### config.mk
export PLATFORM = sky130hd
export DESIGN_NAME = sequenciador_rpn
export DESIGN_NICKNAME = d
export VERILOG_FILES = /design/src/rtl/sequenciador_rpn.sv
export SDC_FILE = /design/constraint.sdc
export NUM_CORES = 1
export LEC_CHECK = 0
export BUFFER_PORTS_ARGS = -buffer_cell sky130_fd_sc_hd__buf_2
export CAP_MARGIN = 40
export CORE_MARGIN = 2
export CORE_UTILIZATION = 32
export DETAILED_ROUTE_END_ITERATION = 8
export PLACE_DENSITY_LB_ADDON = 0.3
export SLEW_MARGIN = 40
export SYNTH_ARGS = -nofsm -noshare
export SYNTH_HDL_FRONTEND = slang
export SYNTH_SLANG_ARGS = --single-unit
export TNS_END_PERCENT = 50
### constraint.sdc
create_clock -name clk -period 2.2 [get_ports clk]
set_input_delay 0.11 -clock clk [delete_from_list [all_inputs] [get_ports clk]]
set_output_delay 0.11 -clock clk [all_outputs]
set_load 0.02 [all_outputs]
### src/rtl/sequenciador_rpn.sv
`default_nettype none
// ============================================================================
// Module   : sequenciador_rpn
// Purpose  : Execution sequencer for the RPN stack. On an execute request it
//            pops one or two operands, starts the ULA, waits for its answer
//            (bounded by TIMEOUT cycles) and pushes the result back as the
//            new top. It reports completion and a two-bit status code.
// Ports    : clk, rst              - clock, asynchronous active-high reset
//            i_exec_req/i_operacao - execute request and operation code
//            i_profundidade/i_topo - stack depth and current top
//            o_pop/o_push/o_push_dado - stack strobes and push data
//            o_operando_a/b, o_operacao_ula, o_ula_start - ULA request
//            i_ula_pronto/i_ula_resultado/i_ula_erro      - ULA answer
//            o_ocupado/o_concluido/o_erro_codigo          - status
// Revision : 1.0 - initial release
// ============================================================================
module sequenciador_rpn #(
  parameter int         WIDTH     = 8,
  parameter logic [2:0] OP_UNARIO = 3'b111,
  parameter int         TIMEOUT   = 16
) (
  input  logic             clk,
  input  logic             rst,
  input  logic             i_exec_req,
  input  logic [2:0]       i_operacao,
  input  logic [2:0]       i_profundidade,
  input  logic [WIDTH-1:0] i_topo,
  output logic             o_pop,
  output logic             o_push,
  output logic [WIDTH-1:0] o_push_dado,
  output logic [WIDTH-1:0] o_operando_a,
  output logic [WIDTH-1:0] o_operando_b,
  output logic [2:0]       o_operacao_ula,
  output logic             o_ula_start,
  input  logic             i_ula_pronto,
  input  logic [WIDTH-1:0] i_ula_resultado,
  input  logic             i_ula_erro,
  output logic             o_ocupado,
  output logic             o_concluido,
  output logic [1:0]       o_erro_codigo
);

  // Counter must be able to hold the value TIMEOUT itself.
  localparam int CW = $clog2(TIMEOUT + 1);

  localparam logic [1:0] c_ERR_OK        = 2'b00;
  localparam logic [1:0] c_ERR_UNDERFLOW = 2'b01;
  localparam logic [1:0] c_ERR_ULA       = 2'b10;
  localparam logic [1:0] c_ERR_TIMEOUT   = 2'b11;

  typedef enum logic [2:0] {
    S_OCIOSO  = 3'd0,
    S_POP_A   = 3'd1,
    S_POP_B   = 3'd2,
    S_INICIA  = 3'd3,
    S_ESPERA  = 3'd4,
    S_EMPILHA = 3'd5,
    S_FIM     = 3'd6
  } state_t;

  state_t           r_state;
  state_t           w_next;
  logic [CW-1:0]    r_cont;
  logic [WIDTH-1:0] r_push_dado;
  logic [WIDTH-1:0] r_operando_a;
  logic [WIDTH-1:0] r_operando_b;
  logic [2:0]       r_operacao;
  logic [1:0]       r_erro;

  logic             w_req_unario;
  logic [2:0]       w_prof_min;
  logic             w_underflow;
  logic             w_op_unario;
  logic             w_timeout;

  // Depth check uses the live code; later states use the latched one.
  assign w_req_unario = (i_operacao == OP_UNARIO);
  assign w_prof_min   = w_req_unario ? 3'd1 : 3'd2;
  assign w_underflow  = (i_profundidade < w_prof_min);
  assign w_op_unario  = (r_operacao == OP_UNARIO);
  // r_cont counts completed ESPERA cycles; equality means TIMEOUT have passed.
  assign w_timeout    = (r_cont == CW'(TIMEOUT));

  // State register
  always_ff @(posedge clk or posedge rst) begin
    if (rst) begin
      r_state <= S_OCIOSO;
    end else begin
      r_state <= w_next;
    end
  end

  // Next-state and strobe decode
  always_comb begin
    w_next      = r_state;
    o_pop       = 1'b0;
    o_push      = 1'b0;
    o_ula_start = 1'b0;
    o_concluido = 1'b0;
    o_ocupado   = (r_state != S_OCIOSO);
    case (r_state)
      S_OCIOSO: begin
        if (i_exec_req) begin
          w_next = w_underflow ? S_FIM : S_POP_A;
        end
      end
      S_POP_A: begin
        o_pop  = 1'b1;
        w_next = w_op_unario ? S_INICIA : S_POP_B;
      end
      S_POP_B: begin
        o_pop  = 1'b1;
        w_next = S_INICIA;
      end
      S_INICIA: begin
        o_ula_start = 1'b1;
        w_next      = S_ESPERA;
      end
      S_ESPERA: begin
        if (i_ula_pronto) begin
          w_next = i_ula_erro ? S_FIM : S_EMPILHA;
        end else if (w_timeout) begin
          w_next = S_FIM;
        end
      end
      S_EMPILHA: begin
        o_push = 1'b1;
        w_next = S_FIM;
      end
      S_FIM: begin
        o_concluido = 1'b1;
        w_next      = S_OCIOSO;
      end
      default: begin
        w_next = S_OCIOSO;
      end
    endcase
  end

  // Operand, result, status and wait-counter registers
  always_ff @(posedge clk or posedge rst) begin
    if (rst) begin
      r_cont       <= '0;
      r_push_dado  <= '0;
      r_operando_a <= '0;
      r_operando_b <= '0;
      r_operacao   <= '0;
      r_erro       <= c_ERR_OK;
    end else begin
      case (r_state)
        S_OCIOSO: begin
          if (i_exec_req) begin
            r_operacao <= i_operacao;
            r_erro     <= w_underflow ? c_ERR_UNDERFLOW : c_ERR_OK;
          end
        end
        S_POP_A: begin
          r_operando_a <= i_topo;
          if (w_op_unario) begin
            r_operando_b <= '0;
          end
        end
        S_POP_B: begin
          // Stack top already reflects the first pop here.
          r_operando_b <= i_topo;
        end
        S_INICIA: begin
          r_cont <= '0;
        end
        S_ESPERA: begin
          if (i_ula_pronto) begin
            if (i_ula_erro) begin
              r_erro <= c_ERR_ULA;
            end else begin
              r_push_dado <= i_ula_resultado;
            end
          end else if (w_timeout) begin
            r_erro <= c_ERR_TIMEOUT;
          end else begin
            r_cont <= r_cont + CW'(1);
          end
        end
        default: begin
        end
      endcase
    end
  end

  assign o_push_dado    = r_push_dado;
  assign o_operando_a   = r_operando_a;
  assign o_operando_b   = r_operando_b;
  assign o_operacao_ula = r_operacao;
  assign o_erro_codigo  = r_erro;

endmodule
`default_nettype wire

==> results.toml <==
[run_status]
status = "finished, final reports clean"

[yosys]
synth-edff-count = 0
ys_seq_elements = 37
mappedNetlistArea_mm2 = 0.00172
yosysTopAreaCell = "dfrtp_1"
synth_ff_type = "dfrtp_1"
syn_nets = 158
yosysWarnings = 0
yosys.area.top_type_share = 0.540
synthDistinctLibCells = 39
ys_seq_area_frac = 0.540
synth.avg_cell_area_um2 = 13.4
async_reset_ff_frac = 1.00
yosys-top-cells-area = "dfrtp_1 54%, mux2_2 12%, a22o_1 4.1%"
syn_inst = 128

[clocking]
cts_setup_buffers = 0
clock-sinks = 37
max-clock-path-buffers = 2
cts_tree = "done"
cts_hold_buf = 1
htreeDepth = 2
cts_resized = 0
clkLatencyLatePin_ns = 0.29
cts_inserted_buffers = 5
path_clk_slew_ns = 0.08
cts_root_buffer = "clkbuf_8"

[sta]
fin_crit_ns = 2.02
timing.fmax_ghz = 0.496
rsz0062_at_grt = "false"
finClkSkew_ns = 0.00791
finalMaxSlewViolations = 0
finalSetupTns_ns = 0
maxSlewHeadroom = 0.651
max_slew.worst_pin.slew_ns = 0.517
setup_viol = 0
hold_viol = 0
min_period_over_period = 0.917

[power]
p_leak_nw = 1.13
peakVddDrop_mv = 0.738
power_density_mw_per_mm2 = 1560

[detailed_routing]
vias_per_cell = 4.79
drcViolationCount = 0
wl_per_cell_um = 14.1
drt_iter0_drc = 61
antenna_violating_nets_post_route = 0
vias = 1279
drt_wl_total_um = 3760
firstDrtPassIters = 4

[die]
io_pins = 61
die_width_um = 77.2
dieArea_mm2 = 0.00596
num_rows = 26
core_area_mm2 = 0.00514
start_util = 0.334
die_height_um = 77.2

[final_layout]
num_antenna_cells = 0
regArea_um2 = 926
fillerInstances = 520
finalInstanceArea_mm2 = 0.00224
area_delta_synth_final_pct = 30.3
drive_gt1_frac = 0.528
final_core_util = 0.435
multi_input_area_um2 = 726
nNetsFinal = 226
layout_common_cells = "60 x buf_2, 37 x dfrtp_1, 19 x mux2_2"
final_common_cell = "buf_2"

[placed_design]
gp_congestion = 0.784
dp_hpwl_um = 2740
port_buffers = 60
dpl-instance-area_mm2 = 0.00209

[worst_setup_path]
worstSetupEndpointType = "output pin"
r2r_cells = 3
critPathArrivalTime_ns = 1.91
r2r-end = "o_push_dado[1]"
r2r_slack_ns = 0.39
crit_fanout = 11
timing_worst_setup_path_type = "reg2out"
startpoint_type = "flip-flop"
critPathRequiredTime_ns = 2.09
r2r-start = "r_state[2]"

[job]
drv_cap = 0

[global_routing]
grt_use_total = 0.138
grt_pass1_wl_um = 6510
grt_max_degree = 38
antenna_found_initial = 0
grt_pass1_vias = 1283
gr-total-overflow = 0

[min_path]
worst_hold_startpoint = "i_ula_resultado[4]"
hold-path-endpoint = "o_push_dado[4]"
whs_path_depth = 2
min_path_type = "in2reg"
cell usage after synthesis (3+ instances only):
library cell and number:
inv_1 6, a22o_1 8, nand2_1 4, ha_1 3, mux2_2 19, a21oi_1 3, a31oi_1 3, nor2_1 7
dfrtp_1 37, buf_6 3
power by group:
group	internal [mW]	switching, mW
sequential	0.995	0.281
clock	0.450	0.246
combinational	0.668	0.839
how the worst max path moves through the flow:
stage,start,endpoint,slack (ns)
4_1_cts,r_state[0],o_pop,0.16
3_3_place_gp,r_state[2],o_push_dado[3],0.45
5_1_grt,r_state[0],o_pop,0.05
3_5_place_dp,r_state[0],o_operando_a[5],0.40
6_report,r_state[0],o_pop,0.18
2_1_floorplan,r_state[1],r_state[0],0.68
routing by layer:
layer | track usage | routed length [µm] | vias to the layer above
li1 | - | - | 609
met1 | 0.187 | 1760 | 623
met2 | 0.210 | 1750 | 41
met3 | 0.0388 | 202 | 6
met4 | 0.0482 | 53 | 0
met5 | 0 | 0 | -
state kept, by name, indices dropped and copies added (netlist names):
register and cells:
o_operacao_ula 3, r_cont 5, o_erro_codigo 2, r_state 3
o_operando_a 8, o_operando_b 8, o_push_dado 8
critical path: stages, from the launching register on:
cell and delay [ns]:
dfrtp_1 0.62, nor3b_2 0.48, buf_4 0.24, or2_2 0.11
buf_2 0.15
area by class of cell:
class,count,area share
clock buffer,5,0.0308
clock inverter,3,0.0291
inverter,6,0.0101
multi-input combinational,81,0.325
sequential,37,0.414
tap,70,0.0392
timing repair buffer,65,0.152
cells by family after synthesis:
group / synth area share
AOI/OAI and AO/OA: 0.125
xor gates and xnor gates: 0.0102
buffers and inverters: 0.0372
DFF: 0.540
adders and majority gates: 0.0219
muxes: 0.131
and+or+nand+nor: 0.136
per-stage QoR:
step / instances / setup slack (ns) / hold slack [ns] / power [mW]
after floorplan: 128 / 0.679 / 0.212 / 2.34
after global placement: 258 / 0.448 / 0.246 / 2.78
after detailed placement: 258 / 0.398 / 0.247 / 2.80
after CTS: 267 / 0.164 / 0.0351 / 3.52
after global routing: 267 / 0.0543 / 0.0421 / 3.72
final: 267 / 0.182 / 0.0443 / 3.48
Power figures use the tool's default switching activity.
